==> src/rtl/attn_inst_sequencer.sv <==
// Instruction sequencer for the fullchip attention datapath: a start pulse plays one full pass of inst words.
// Defining SEQ_READOUT_EN inserts an OUTMEM readout phase between STORE and DONE.
module attn_inst_sequencer #(
    parameter int col         = 8,
    parameter int total_cycle = 8,
    parameter int gap_cycles  = 10,
    parameter int add_w       = 4
) (
    input  logic        clk,
    input  logic        reset,
    input  logic        start,
    input  logic        hold,
    output logic [31:0] inst,
    output logic        busy,
    output logic        done,
    output logic [3:0]  phase
);
    localparam int CW = $clog2(4*total_cycle + col + gap_cycles + (1 << add_w) + 4);

    typedef enum logic [3:0] {
        S_IDLE    = 4'd0,
        S_KLOAD   = 4'd1,
        S_KTAIL   = 4'd2,
        S_GAP1    = 4'd3,
        S_EXEC    = 4'd4,
        S_GAP2    = 4'd5,
        S_NORM    = 4'd6,
        S_VLOAD   = 4'd7,
        S_VTAIL   = 4'd8,
        S_GAP3    = 4'd9,
        S_MAC2    = 4'd10,
        S_GAP4    = 4'd11,
        S_STORE   = 4'd12,
        S_READOUT = 4'd13,
        S_DONE    = 4'd14
    } state_e;

    // state_q/cnt_q name the pending step; phase_q names the step currently held in inst.
    state_e        state_q, state_d;
    state_e        phase_q, phase_d;
    logic [CW-1:0] cnt_q, cnt_d;
    logic [31:0]   inst_q, inst_d;
    logic          done_q, done_d;

    function automatic logic [CW-1:0] step_len(input state_e st);
        case (st)
            S_KLOAD, S_VLOAD:               step_len = CW'(col + 2);
            S_GAP1, S_GAP2, S_GAP3, S_GAP4: step_len = CW'(gap_cycles);
            S_EXEC, S_MAC2:                 step_len = CW'(total_cycle);
            S_NORM:                         step_len = CW'(4 * total_cycle);
            S_STORE:                        step_len = CW'(2 * total_cycle);
            S_READOUT:                      step_len = CW'(total_cycle + 1);
            default:                        step_len = CW'(1);
        endcase
    endfunction

    function automatic state_e next_state(input state_e st);
        case (st)
            S_KLOAD:   next_state = S_KTAIL;
            S_KTAIL:   next_state = S_GAP1;
            S_GAP1:    next_state = S_EXEC;
            S_EXEC:    next_state = S_GAP2;
            S_GAP2:    next_state = S_NORM;
            S_NORM:    next_state = S_VLOAD;
            S_VLOAD:   next_state = S_VTAIL;
            S_VTAIL:   next_state = S_GAP3;
            S_GAP3:    next_state = S_MAC2;
            S_MAC2:    next_state = S_GAP4;
            S_GAP4:    next_state = S_STORE;
`ifdef SEQ_READOUT_EN
            S_STORE:   next_state = S_READOUT;
`else
            S_STORE:   next_state = S_DONE;
`endif
            S_READOUT: next_state = S_DONE;
            default:   next_state = S_IDLE;
        endcase
    endfunction

    function automatic logic [31:0] step_word(input state_e st, input logic [CW-1:0] s);
        logic [add_w-1:0] ld_addr;
        logic [add_w-1:0] s_addr;
        logic [add_w-1:0] n2_addr;
        logic [add_w-1:0] n4_addr;
        step_word = '0;
        ld_addr   = (s < CW'(2)) ? '0 : add_w'(s - 1'b1);
        s_addr    = add_w'(s);
        n2_addr   = add_w'(s >> 1);
        n4_addr   = add_w'(s >> 2);
        case (st)
            S_KLOAD: begin
                step_word[6]          = 1'b1;
                step_word[3]          = (s != '0);
                step_word[12 +: add_w] = ld_addr;
            end
            S_KTAIL: step_word[6] = 1'b1;
            S_EXEC: begin
                step_word[7]          = 1'b1;
                step_word[5]          = 1'b1;
                step_word[12 +: add_w] = s_addr;
            end
            S_NORM: begin
                case (s[1:0])
                    2'd0: step_word[16] = (n4_addr != '0);
                    2'd1: step_word[18] = 1'b1;
                    2'd2: begin
                        step_word[19] = 1'b1;
                        step_word[20] = 1'b1;
                    end
                    default: begin
                        step_word[0]          = 1'b1;
                        step_word[8 +: add_w] = n4_addr;
                    end
                endcase
            end
            S_VLOAD: begin
                step_word[27]          = 1'b1;
                step_word[22]          = (s != '0);
                step_word[12 +: add_w] = ld_addr;
            end
            S_VTAIL: step_word[27] = 1'b1;
            S_MAC2: begin
                step_word[28]         = 1'b1;
                step_word[1]          = 1'b1;
                step_word[8 +: add_w] = s_addr;
            end
            S_STORE: begin
                if (!s[0]) begin
                    step_word[29] = (n2_addr != '0);
                end else begin
                    step_word[30]         = 1'b1;
                    step_word[8 +: add_w] = n2_addr;
                end
            end
            S_READOUT: begin
                step_word[31]         = 1'b1;
                step_word[8 +: add_w] = s_addr;
            end
            default: step_word = '0;
        endcase
    endfunction

    // NOTE: every state register uses non-blocking assignment so all of them update from the same pre-edge values.
    always_ff @(posedge clk or posedge reset) begin
        if (reset) begin
            state_q <= S_IDLE;
            phase_q <= S_IDLE;
            cnt_q   <= '0;
            inst_q  <= '0;
            done_q  <= 1'b0;
        end else begin
            state_q <= state_d;
            phase_q <= phase_d;
            cnt_q   <= cnt_d;
            inst_q  <= inst_d;
            done_q  <= done_d;
        end
    end

    always_comb begin
        state_d = state_q;
        phase_d = phase_q;
        cnt_d   = cnt_q;
        inst_d  = '0;
        done_d  = 1'b0;
        if (state_q == S_IDLE) begin
            phase_d = S_IDLE;
            if (start && !hold) begin
                inst_d  = step_word(S_KLOAD, '0);
                phase_d = S_KLOAD;
                state_d = S_KLOAD;
                cnt_d   = CW'(1);
            end
        end else if (!hold || state_q == S_DONE) begin
            // DONE always issues so a hold there cannot swallow the done pulse.
            inst_d  = step_word(state_q, cnt_q);
            phase_d = state_q;
            done_d  = (state_q == S_DONE);
            if (cnt_q == step_len(state_q) - 1'b1) begin
                state_d = next_state(state_q);
                cnt_d   = '0;
            end else begin
                cnt_d = cnt_q + 1'b1;
            end
        end
    end

    assign inst  = inst_q;
    assign done  = done_q;
    assign phase = phase_q;
    assign busy  = (phase_q != S_IDLE);

endmodule

==> config.mk <==
export PLATFORM = sky130hd
export DESIGN_NAME = attn_inst_sequencer
export DESIGN_NICKNAME = d
export VERILOG_FILES = /design/src/rtl/attn_inst_sequencer.sv
export SDC_FILE = /design/constraint.sdc
export NUM_CORES = 1
export LEC_CHECK = 0
export CAP_MARGIN = 10
export CORE_UTILIZATION = 53
export DETAILED_ROUTE_END_ITERATION = 6
export GPL_TIMING_DRIVEN = 0
export PLACE_DENSITY = 0.79
export RECOVER_POWER = 50
export SKIP_CTS_REPAIR_TIMING = 1
export SKIP_LAST_GASP = 1
export SYNTH_ARGS = -nofsm -noshare
export SYNTH_HDL_FRONTEND = slang
export SYNTH_SLANG_ARGS = --single-unit
==> constraint.sdc <==
create_clock -name clk -period 4.3 [get_ports clk]
set_input_delay 0.43 -clock clk [delete_from_list [all_inputs] [get_ports clk]]
set_output_delay 0.43 -clock clk [all_outputs]
set_load 0.03 [all_outputs]
==> results.cfg <==
[global_routing]
grt_max_degree = 26
remaining_global_route_overflow = 0
first_pass_grt_wire_length_mm = 8.473
grt_use_total_pct = 24.83
first_global_vias = 1824
antenna_found_initial = 0

[power_and_ir_drop]
p_int_mw = 1.005
switching_power_mw = 0.8950
power.sequential.fraction_pct = 28.2
p_leak_nw = 1.358
portion_of_total_power_attributed_to_combinational_logic_pct = 59.4
powerDensity_nw_per_um2 = 671.1
netSwitchingFraction_pct = 47.10
clock_power_share_pct = 12.4
peakVddDrop_mv = 0.3252

[clocking]
clock_path_buffers = 2
root_buffer = sky130_fd_sc_hd__clkbuf_8
cts_made_buffers = 5
cts_num_sinks = 37
htreeDepth = 2
tritoncts = done
worst_skew_pair.late_latency_ps = 290
clk_transition_reported_paths_ps = 70

[setup_path]
setup.worst_path.start_class = flip-flop
critical_path.top_delay_family = compound AO/OA/AOI/OAI gates
critPathSlowestCell = sky130_fd_sc_hd__dfrtp_1
critPathMaxFanout = 11
worstSetupPathType = reg2reg
cp_num_buf_inv = 2
critical_path_arrival_ps = 3640
ff2ff_path_depth = 15
worst_setup_path_end_kind = flip-flop
worst-path-stages = 15
path_cells = inv_1 > ha_1 > nand2_1 > a21oi_1 > nor2_1 > ha_1 > ha_1 > xnor2_1 > xnor2_1 > nand4_1 > a2111oi_0 > a31oi_1 > buf_4 > a41oi_1 > a31oi_1
worst-endpoint-required_ps = 4450
crit_path_frequent_cell = sky130_fd_sc_hd__ha_1
critical-path-max-stage-delay_ps = 510

[logic_synthesis]
synth_area_leaders = sky130_fd_sc_hd__dfrtp_1 40%, sky130_fd_sc_hd__ha_1 7.5%, sky130_fd_sc_hd__buf_4 4.2%
post_synth_num_cell_types = 50
yosysWarnings = 0
synth_top_cell_by_area = sky130_fd_sc_hd__dfrtp_1
synthCells = 256
synth_largest_type_area_fraction_pct = 39.87
seq_area_frac_synth_pct = 39.87
syn_area_per_cell_um2 = 9.071
synth-main-ff-cell = sky130_fd_sc_hd__dfrtp_1
synth_enable_flop_cells = 0
mapped_cell_area_um2 = 2322
postSynthRegisterBits = 37
synth-async-reset-ratio_pct = 100.0

[layout]
utilization_pct = 68.81
finish.net_count = 322
mostFrequentLayoutCells = 37 x sky130_fd_sc_hd__dfrtp_1, 21 x sky130_fd_sc_hd__nand2_1, 19 x sky130_fd_sc_hd__a21oi_1, 18 x sky130_fd_sc_hd__nor2_1, 18 x sky130_fd_sc_hd__clkdlybuf4s50_1
most_common_cell_after_layout_fill_and_taps_aside = sky130_fd_sc_hd__dfrtp_1
final-seq-area_um2 = 925.9
area_growth_syn_to_layout_pct = 21.93
final.fill_count = 345
multi_input_comb_area_um2 = 1229
final_layout_size_suffix_gt1_share_pct = 9.180
n_antenna_cell = 0

[sta]
worst_slew_margin_rel_pct = 12.86
post-route-period-util_pct = 81.17
worstMarginPinSlew_ps = 1307
finalHoldViolations = 0
totalNegativeSetupSlack_ps = 0
rsz0062_at_grt = false
timing.fmax_mhz = 286.5
timing.final.crit_period_ps = 3490
setup-violations-final = 0
final-max-slew-violation-count = 0
final.setup_skew_ps = 5.412

[detailed_routing]
routed-via-count = 2026
routed_via_density = 5.707
remaining_drc_errors = 0
drtIter0Drc = 136
dr.pass1.iters = 5
met2WireLength_mm = 2.350
highest-signal-layer = met4
ant_nets = 0
met1Wirelength_mm = 2.406
wl_per_cell_um = 14.52
wl_met3_um = 301
drt-total-wl_mm = 5.155

[die]
starting_density_of_the_core_pct = 56.43
floorplan.die.width_um = 68.20
io_count = 42
fp.coreArea_um2 = 4115
placementRows = 23
die-area_um2 = 4651
chipHeight_um = 68.20

[place]
dp_hpwl_mm = 3.858
globalplace.congestion = 0.8803
port-buffer-count = 33

[run_status]
status = finished clean

[flow_run]
drv.max_cap_violation_count = 0

[hold_path]
min-delay-path-class = reg2reg
timing.hold.worst_path_depth = 2
-- through the flow --
stage	setup slack [ps]	instances	power, mW	hold WS [ps]	instance area, um^2
detailed placement	867.4	347	1.663	556.2	2769
global route	471.8	355	2.043	592.0	2831
floorplan	1281	263	1.354	495.9	2349
CTS	856.0	355	1.905	515.0	2855
global placement	859.4	346	1.636	539.5	2741
finish	809.6	355	1.900	571.1	2831
-- power by group through the flow --
stage	Sequential [mW]	Combinational [mW]	Clock, mW
4_1_cts	0.534	1.13	0.241
2_1_floorplan	0.623	0.731	0
3_5_place_dp	0.541	1.12	0
3_3_place_gp	0.536	1.10	0
6_report	0.535	1.13	0.236
5_1_grt	0.549	1.24	0.257
-- flip-flops by register name, summed over array words and instances, names as in the netlist --
name and cells:
done 1, phase 4, state_q 4, inst 21, cnt_q 7
-- cells by family (layout without fill, tap and decap cells) --
logic type,Yosys count,in the layout,synth area share [%]
flip-flops,37,37,39.87
AND/OR/NAND/NOR,93,93,21.01
adder cells (fa/ha/maj),14,14,7.543
multiplexers,6,6,2.640
other,1,8,0.1615
XOR/XNOR,6,6,2.263
AO/OA/AOI/OAI,64,64,18.16
buffers and inverters,35,77,8.351
-- worst register-to-register path: cells and delay by family (launching register included) --
kind,cells,cell delay [ps]
AOI/OAI and AO/OA,5,1100
xor gates and xnor gates,2,300
adders and majority gates,3,740
buffers and inverters,2,430
DFF,1,510
and+or+nand+nor,3,260
-- area by class of cell --
| cell class | instances | share of cell area, % |
|---|---|---|
| buffer | 28 | 5.921 |
| inverter | 7 | 0.9280 |
| tap | 50 | 2.209 |
| sequential | 37 | 32.70 |
| multi-input combinational | 191 | 43.39 |
| clock inverter | 3 | 0.6186 |
| clock buffer | 5 | 2.430 |
| timing repair buffer | 34 | 11.80 |
-- synthesized netlist by cell type, types with 4 or more instances --
| library cell | n |
|---|---|
| sky130_fd_sc_hd__a21oi_1 | 19 |
| sky130_fd_sc_hd__a22oi_1 | 4 |
| sky130_fd_sc_hd__a31oi_1 | 8 |
| sky130_fd_sc_hd__a41oi_1 | 4 |
| sky130_fd_sc_hd__and2_1 | 4 |
| sky130_fd_sc_hd__and3_1 | 8 |
| sky130_fd_sc_hd__buf_2 | 5 |
| sky130_fd_sc_hd__buf_4 | 13 |
| sky130_fd_sc_hd__clkbuf_1 | 8 |
| sky130_fd_sc_hd__dfrtp_1 | 37 |
| sky130_fd_sc_hd__ha_1 | 14 |
| sky130_fd_sc_hd__inv_1 | 7 |
| sky130_fd_sc_hd__mux2i_1 | 5 |
| sky130_fd_sc_hd__nand2_1 | 21 |
| sky130_fd_sc_hd__nand2b_1 | 7 |
| sky130_fd_sc_hd__nand3_1 | 7 |
| sky130_fd_sc_hd__nand4_1 | 4 |
| sky130_fd_sc_hd__nor2_1 | 18 |
| sky130_fd_sc_hd__nor2b_1 | 7 |
| sky130_fd_sc_hd__nor3_1 | 4 |
| sky130_fd_sc_hd__o21a_1 | 5 |
| sky130_fd_sc_hd__o21ai_0 | 4 |
| sky130_fd_sc_hd__o21ai_1 | 6 |
| sky130_fd_sc_hd__xnor2_1 | 4 |
-- worst paths after layout --
check | slack, ps | start | endpoint
setup / recovery | 810 | state_q[0] | cnt_q[5]
hold / removal | 570 | phase[1] | phase[1]
max in group asynchronous | 2150 | reset | inst[12]
hold reg to reg | 570 | phase[1] | phase[1]
setup reg to reg | 810 | state_q[0] | cnt_q[5]
min in group asynchronous | 590 | reset | phase[2]
-- metal layers --
metal / up-vias / GRT usage (%)
li1: 996 / -
met3: 9 / 4.500
met5: - / 0
met1: 940 / 34.13
met4: 0 / 11.46
met2: 81 / 37.50
Note: power is estimated with default switching activity, not from simulation.
